$ cat src/rtl/memory_round_controller.sv
// One round of the memorization game: show the target digits one at a time,
// then collect keypad entries and report pass, fail or timeout.
module memory_round_controller #(
   parameter int MAX_LEN        = 8,
   parameter int SHOW_CYCLES    = 25000000,
   parameter int GAP_CYCLES     = 5000000,
   parameter int TIMEOUT_CYCLES = 250000000
) (
   input  logic                   clk,
   input  logic                   rst,
   input  logic                   start,
   input  logic [3:0]             round_len,
   input  logic [4*MAX_LEN-1:0]   target_seq,
   input  logic [3:0]             key_value,
   input  logic                   key_ready,
   output logic [3:0]             show_digit,
   output logic                   show_valid,
   output logic [3:0]             entry_count,
   output logic                   busy,
   output logic                   pass,
   output logic                   fail,
   output logic                   timeout,
   output logic [2:0]             state
);

   localparam logic [2:0] IDLE  = 3'd0;
   localparam logic [2:0] SHOW  = 3'd1;
   localparam logic [2:0] GAP   = 3'd2;
   localparam logic [2:0] INPUT = 3'd3;
   localparam logic [2:0] DONE  = 3'd4;

   localparam int CMAX_SG = (SHOW_CYCLES > GAP_CYCLES) ? SHOW_CYCLES : GAP_CYCLES;
   localparam int CMAX    = (CMAX_SG > TIMEOUT_CYCLES) ? CMAX_SG : TIMEOUT_CYCLES;
   localparam int CW      = $clog2(CMAX + 1);

   localparam logic [CW-1:0] SHOW_LAST = CW'(SHOW_CYCLES - 1);
   localparam logic [CW-1:0] GAP_LAST  = CW'(GAP_CYCLES - 1);
   localparam logic [CW-1:0] TO_LAST   = CW'(TIMEOUT_CYCLES - 1);
   localparam logic [3:0]    MAXL      = 4'(MAX_LEN);

   logic [2:0]           state_q, state_d;
   logic [3:0]           len_q, len_d;
   logic [4*MAX_LEN-1:0] seq_q, seq_d;
   logic [3:0]           idx_q, idx_d;
   logic [CW-1:0]        cnt_q, cnt_d;
   logic [3:0]           entry_q, entry_d;
   logic [3:0]           digit_q, digit_d;
   logic                 valid_q, valid_d;
   logic                 busy_q, busy_d;
   logic                 pass_q, pass_d;
   logic                 fail_q, fail_d;
   logic                 tmo_q, tmo_d;
   logic [4*MAX_LEN-1:0] show_sh, ent_sh;

   always_comb begin
      state_d = state_q;
      len_d   = len_q;
      seq_d   = seq_q;
      idx_d   = idx_q;
      cnt_d   = cnt_q;
      entry_d = entry_q;
      pass_d  = 1'b0;
      fail_d  = 1'b0;
      tmo_d   = 1'b0;
      ent_sh  = seq_q >> {entry_q, 2'b00};

      case (state_q)
         IDLE: begin
            if (start) begin
               seq_d   = target_seq;
               if (round_len == 4'd0)     len_d = 4'd1;
               else if (round_len > MAXL) len_d = MAXL;
               else                       len_d = round_len;
               idx_d   = 4'd0;
               cnt_d   = '0;
               entry_d = 4'd0;
               state_d = SHOW;
            end
         end
         SHOW: begin
            if (cnt_q == SHOW_LAST) begin
               cnt_d   = '0;
               state_d = GAP;
            end else begin
               cnt_d = cnt_q + 1'b1;
            end
         end
         GAP: begin
            if (cnt_q == GAP_LAST) begin
               cnt_d = '0;
               if (4'(idx_q + 4'd1) < len_q) begin
                  idx_d   = idx_q + 4'd1;
                  state_d = SHOW;
               end else begin
                  state_d = INPUT;
               end
            end else begin
               cnt_d = cnt_q + 1'b1;
            end
         end
         INPUT: begin
            // A key in the threshold cycle takes priority over the timeout.
            if (key_ready) begin
               if (key_value == ent_sh[3:0]) begin
                  entry_d = entry_q + 4'd1;
                  cnt_d   = '0;
                  if (4'(entry_q + 4'd1) == len_q) begin
                     state_d = DONE;
                     pass_d  = 1'b1;
                  end
               end else begin
                  state_d = DONE;
                  fail_d  = 1'b1;
               end
            end else if (cnt_q == TO_LAST) begin
               state_d = DONE;
               fail_d  = 1'b1;
               tmo_d   = 1'b1;
            end else begin
               cnt_d = cnt_q + 1'b1;
            end
         end
         DONE:    state_d = IDLE;
         default: state_d = IDLE;
      endcase

      // Display outputs are derived from next state so they register in step.
      show_sh = seq_d >> {idx_d, 2'b00};
      valid_d = (state_d == SHOW);
      digit_d = (state_d == SHOW) ? show_sh[3:0] : digit_q;
      busy_d  = (state_d != IDLE);
   end

   always_ff @(posedge clk or negedge rst) begin
      if (!rst) begin
         state_q <= IDLE;
         len_q   <= '0;
         seq_q   <= '0;
         idx_q   <= '0;
         cnt_q   <= '0;
         entry_q <= '0;
         digit_q <= '0;
         valid_q <= 1'b0;
         busy_q  <= 1'b0;
         pass_q  <= 1'b0;
         fail_q  <= 1'b0;
         tmo_q   <= 1'b0;
      end else begin
         state_q <= state_d;
         len_q   <= len_d;
         seq_q   <= seq_d;
         idx_q   <= idx_d;
         cnt_q   <= cnt_d;
         entry_q <= entry_d;
         digit_q <= digit_d;
         valid_q <= valid_d;
         busy_q  <= busy_d;
         pass_q  <= pass_d;
         fail_q  <= fail_d;
         tmo_q   <= tmo_d;
      end
   end

   assign state       = state_q;
   assign show_digit  = digit_q;
   assign show_valid  = valid_q;
   assign entry_count = entry_q;
   assign busy        = busy_q;
   assign pass        = pass_q;
   assign fail        = fail_q;
   assign timeout     = tmo_q;

endmodule

$ cat config.mk
export PLATFORM = sky130hd
export DESIGN_NAME = memory_round_controller
export DESIGN_NICKNAME = d
export VERILOG_FILES = /design/src/rtl/memory_round_controller.sv
export SDC_FILE = /design/constraint.sdc
export NUM_CORES = 1
export LEC_CHECK = 0
export ABC_CLOCK_PERIOD_IN_PS = 3550
export CAP_MARGIN = 20
export CORE_ASPECT_RATIO = 2
export CORE_MARGIN = 4
export CORE_UTILIZATION = 36
export DETAILED_ROUTE_END_ITERATION = 10
export HOLD_SLACK_MARGIN = 0.1
export PLACE_DENSITY = 0.64
export SYNTH_ARGS = -nofsm -noshare
export SYNTH_HDL_FRONTEND = slang
export SYNTH_SLANG_ARGS = --single-unit
$ cat constraint.sdc
create_clock -name clk -period 3.55 [get_ports clk]
set_clock_uncertainty 0.1 [all_clocks]
set_input_delay 0.355 -clock clk [delete_from_list [all_inputs] [get_ports clk]]
set_output_delay 0.355 -clock clk [all_outputs]
set_load 0.05 [all_outputs]
==> metrics.cfg <==
[global_routing]
grt_pass1_wl_um=20400
antenna_found_initial=0
track_usage_pct=17.7
gr-total-overflow=0
grt_max_degree=85
grt_pass1_vias=4226

[setup_path]
r2r-start=idx_q[0]$_DFF_PN0_
cp_max_fo=8
startpoint=idx_q[0]$_DFF_PN0_
rr_worst_depth=11
crit_chain=ha_2 -> xor2_1 -> ha_1 -> o21a_1 -> a2111oi_4 -> nor2_2 -> a211oi_4 -> clkbuf_16 -> mux2_4 -> mux4_2 -> a22o_1
path_delay_family=compound AO/OA/AOI/OAI gates
cp.arrival_ps=3620
crit_path_end_kind=register
worstPathRequired_ps=3680
cp_slowest_cell=mux4_2
max_stage_delay_ps=460
path_depth=11
start_kind=register
worstSetupPathType=reg2reg
worst-path-buf-inv=1

[finish]
antenna_cells=0
syn2layout_area_growth_pct=31.1
final_util_pct=48.5
nNetsFinal=592
layout-drive-gt1-share_pct=20.1
final_cell_area_mm2=0.00616
final-instance-count-excl-fill=697

[yosys]
synth_seq_area_share_pct=44.7
syn_area_mm2=0.00470
synth_edf_count=0
yosysTopAreaCellShare_pct=44.7
ys_ff_latch=84
synth_area_leaders=dfrtp_1, mux2_2, mux4_2, mux2_1, o21ai_1
ys_async_sr_fraction_pct=100
synth_ff_type=dfrtp_1
ys_types=57
synth_cells=452
yosysTopAreaCell=dfrtp_1
avgSynthCellArea_um2=10.4
yosys_warnings=0
synthesis.nets=502

[flow_run]
cap_violations=0

[routing]
drt_pre_antenna_iters=4
viasPerCell=5.68
vias=3960
wl_um=13400
first_iter_violations=250
ant_nets=0
drc=0
wl_per_cell_um=19.3

[sta]
max_freq_ghz=0.286
max_slew_margin_pct=56.3
hold_violations=0
hold_ws_ps=376
rsz0062_at_grt=true
fin_crit_sh_pct=98.4
tightestPinTransition_ps=651
totalNegativeSetupSlack_ps=0
setup-violations-final=0
period_needed_ps=3490
drv_slew=0

[place]
dpl.cell_count=674
placed_cell_area_mm2=0.00570
place.gp.congestion=0.911
port_buffers=59
dp_hpwl_um=10200

[die]
die-area_mm2=0.0151
io_pins=60
initial_core_util_pct=37.0
row_count=58
die_y_um=170
core_mm2=0.0127
fp.dieW_um=88.8

[clock_network]
ctsRootBufferMaster=clkbuf_16
cts_tree=yes
insertion_delay_ps=340
cts_htree_levels=3
clock_path_buffers=2
cts.sinks=84
cts_inserted_buffers=9
path_clk_slew_ps=60

[power]
power_density_mw_per_mm2=648
irDropWorstVdd_v=0.000468
total_leakage_power_nw=2.53

[worst_hold_path]
hp-class=in2async

[run_status]
status=finished, final reports clean

worst paths after layout:
path / end / slack (ps)
min reg2reg: cnt_q[0]$_DFFE_PN0P_ / 410
max: show_digit[2]$_DFFE_PN0N_ / 60
max reg2reg: show_digit[2]$_DFFE_PN0N_ / 60
min: seq_q[15]$_DFF_PN0_ / 380
max in group asynchronous: cnt_q[11]$_DFFE_PN0P_ / 2360
min in group clk: cnt_q[0]$_DFFE_PN0P_ / 410
sequential cells by signal, summed over array words and instances, names as in the netlist:
signal and cells:
seq_q 32, cnt_q 28, pass 1, busy 1, idx_q 4, show_digit 4
entry_count 4, timeout 1, state 3, len_q 4, show_valid 1, fail 1
stage by stage:
step	setup slack, ps	power, mW
floorplan	-50.4	2.45
global placement	53.7	2.96
detailed placement	-41.2	3.02
CTS	21.7	3.99
global route	-13.3	4.21
finish	58.0	4.00
power by group:
group / switching, mW / total [mW] / internal, mW
clock: 0.385 / 0.953 / 0.569
combinational: 0.844 / 1.61 / 0.771
sequential: 0.187 / 1.43 / 1.24
total: 1.42 / 4.00 / 2.58
cell families after synthesis:
group                      after synthesis  share of synthesized area (%)
buffers and inverters                   35                           2.98
xor gates and xnor gates                22                           4.10
AOI/OAI and AO/OA                       76                           10.7
and+or+nand+nor                        168                           18.5
DFF                                     84                           44.7
adders and majority gates                6                           1.60
muxes                                   61                           17.5
cells in the final DEF, fill, tap and decap left out, types with 6 or more instances in the layout:
master and n:
xor2_1 7, and3_1 6, buf_4 35, mux2_2 22
mux2_4 7, nor2_1 35, clkdlybuf4s50_1 58, clkbuf_16 10
nor3_1 11, nand3_1 13, xnor2_1 14, nor4_1 10
nand3b_1 6, mux4_2 12, dfrtp_1 84, nand2b_1 6
o21ai_1 34, nand2_1 43, nand4_1 8, mux2_1 19
inv_1 13
metal layers:
layer	up-vias	share of wire (%)	GRT usage, %
met2	121	59	34.6
met5	-	0	0
met3	35	4.5	3.89
met4	0	4.6	10.1
li1	1837	-	-
met1	1967	32	15.5
area by class of cell:
cell class,count,area [um2]
inverters,14,52.6
multi-input cells,333,2530
repair buffers,100,986
fillers,1161,6540
flip-flops and latches,84,2100
clock buffers,10,239
well taps,150,188
clock inverters,6,68.8
synthesized netlist by cell type, drive strengths merged (2+ instances only):
cell,instances
mux2,48
o31ai,5
xor2,7
nor3,11
dfrtp,84
nor3b,2
a2111oi,2
nand2,43
o21ai,39
a22o,4
a22oi,5
nor2,36
or4,3
o211ai,3
mux4,12
nand3,14
or2,2
inv,14
o21a,3
nor2b,5
clkbuf,14
nand3b,6
and3,6
nor4,10
or3,3
a21oi,4
nor4b,4
nand4b,3
ha,6
nand4,8
xnor2,15
buf,7
nand2b,6
a31oi,2
and2,2
repair_timing:
| item | CTS | global route |
|---|---|---|
| endpoints found under the hold margin | 0 | 26 |
| setup endpoints to repair | 4 | 4 |
| buffers inserted | 0 | 4 |
| cloned | 0 | 1 |
| pin swaps | 0 | 2 |
| hold buffers | 0 | 1 |
| gates resized for setup | 1 | 12 |
(Power assumes the default switching activity.)
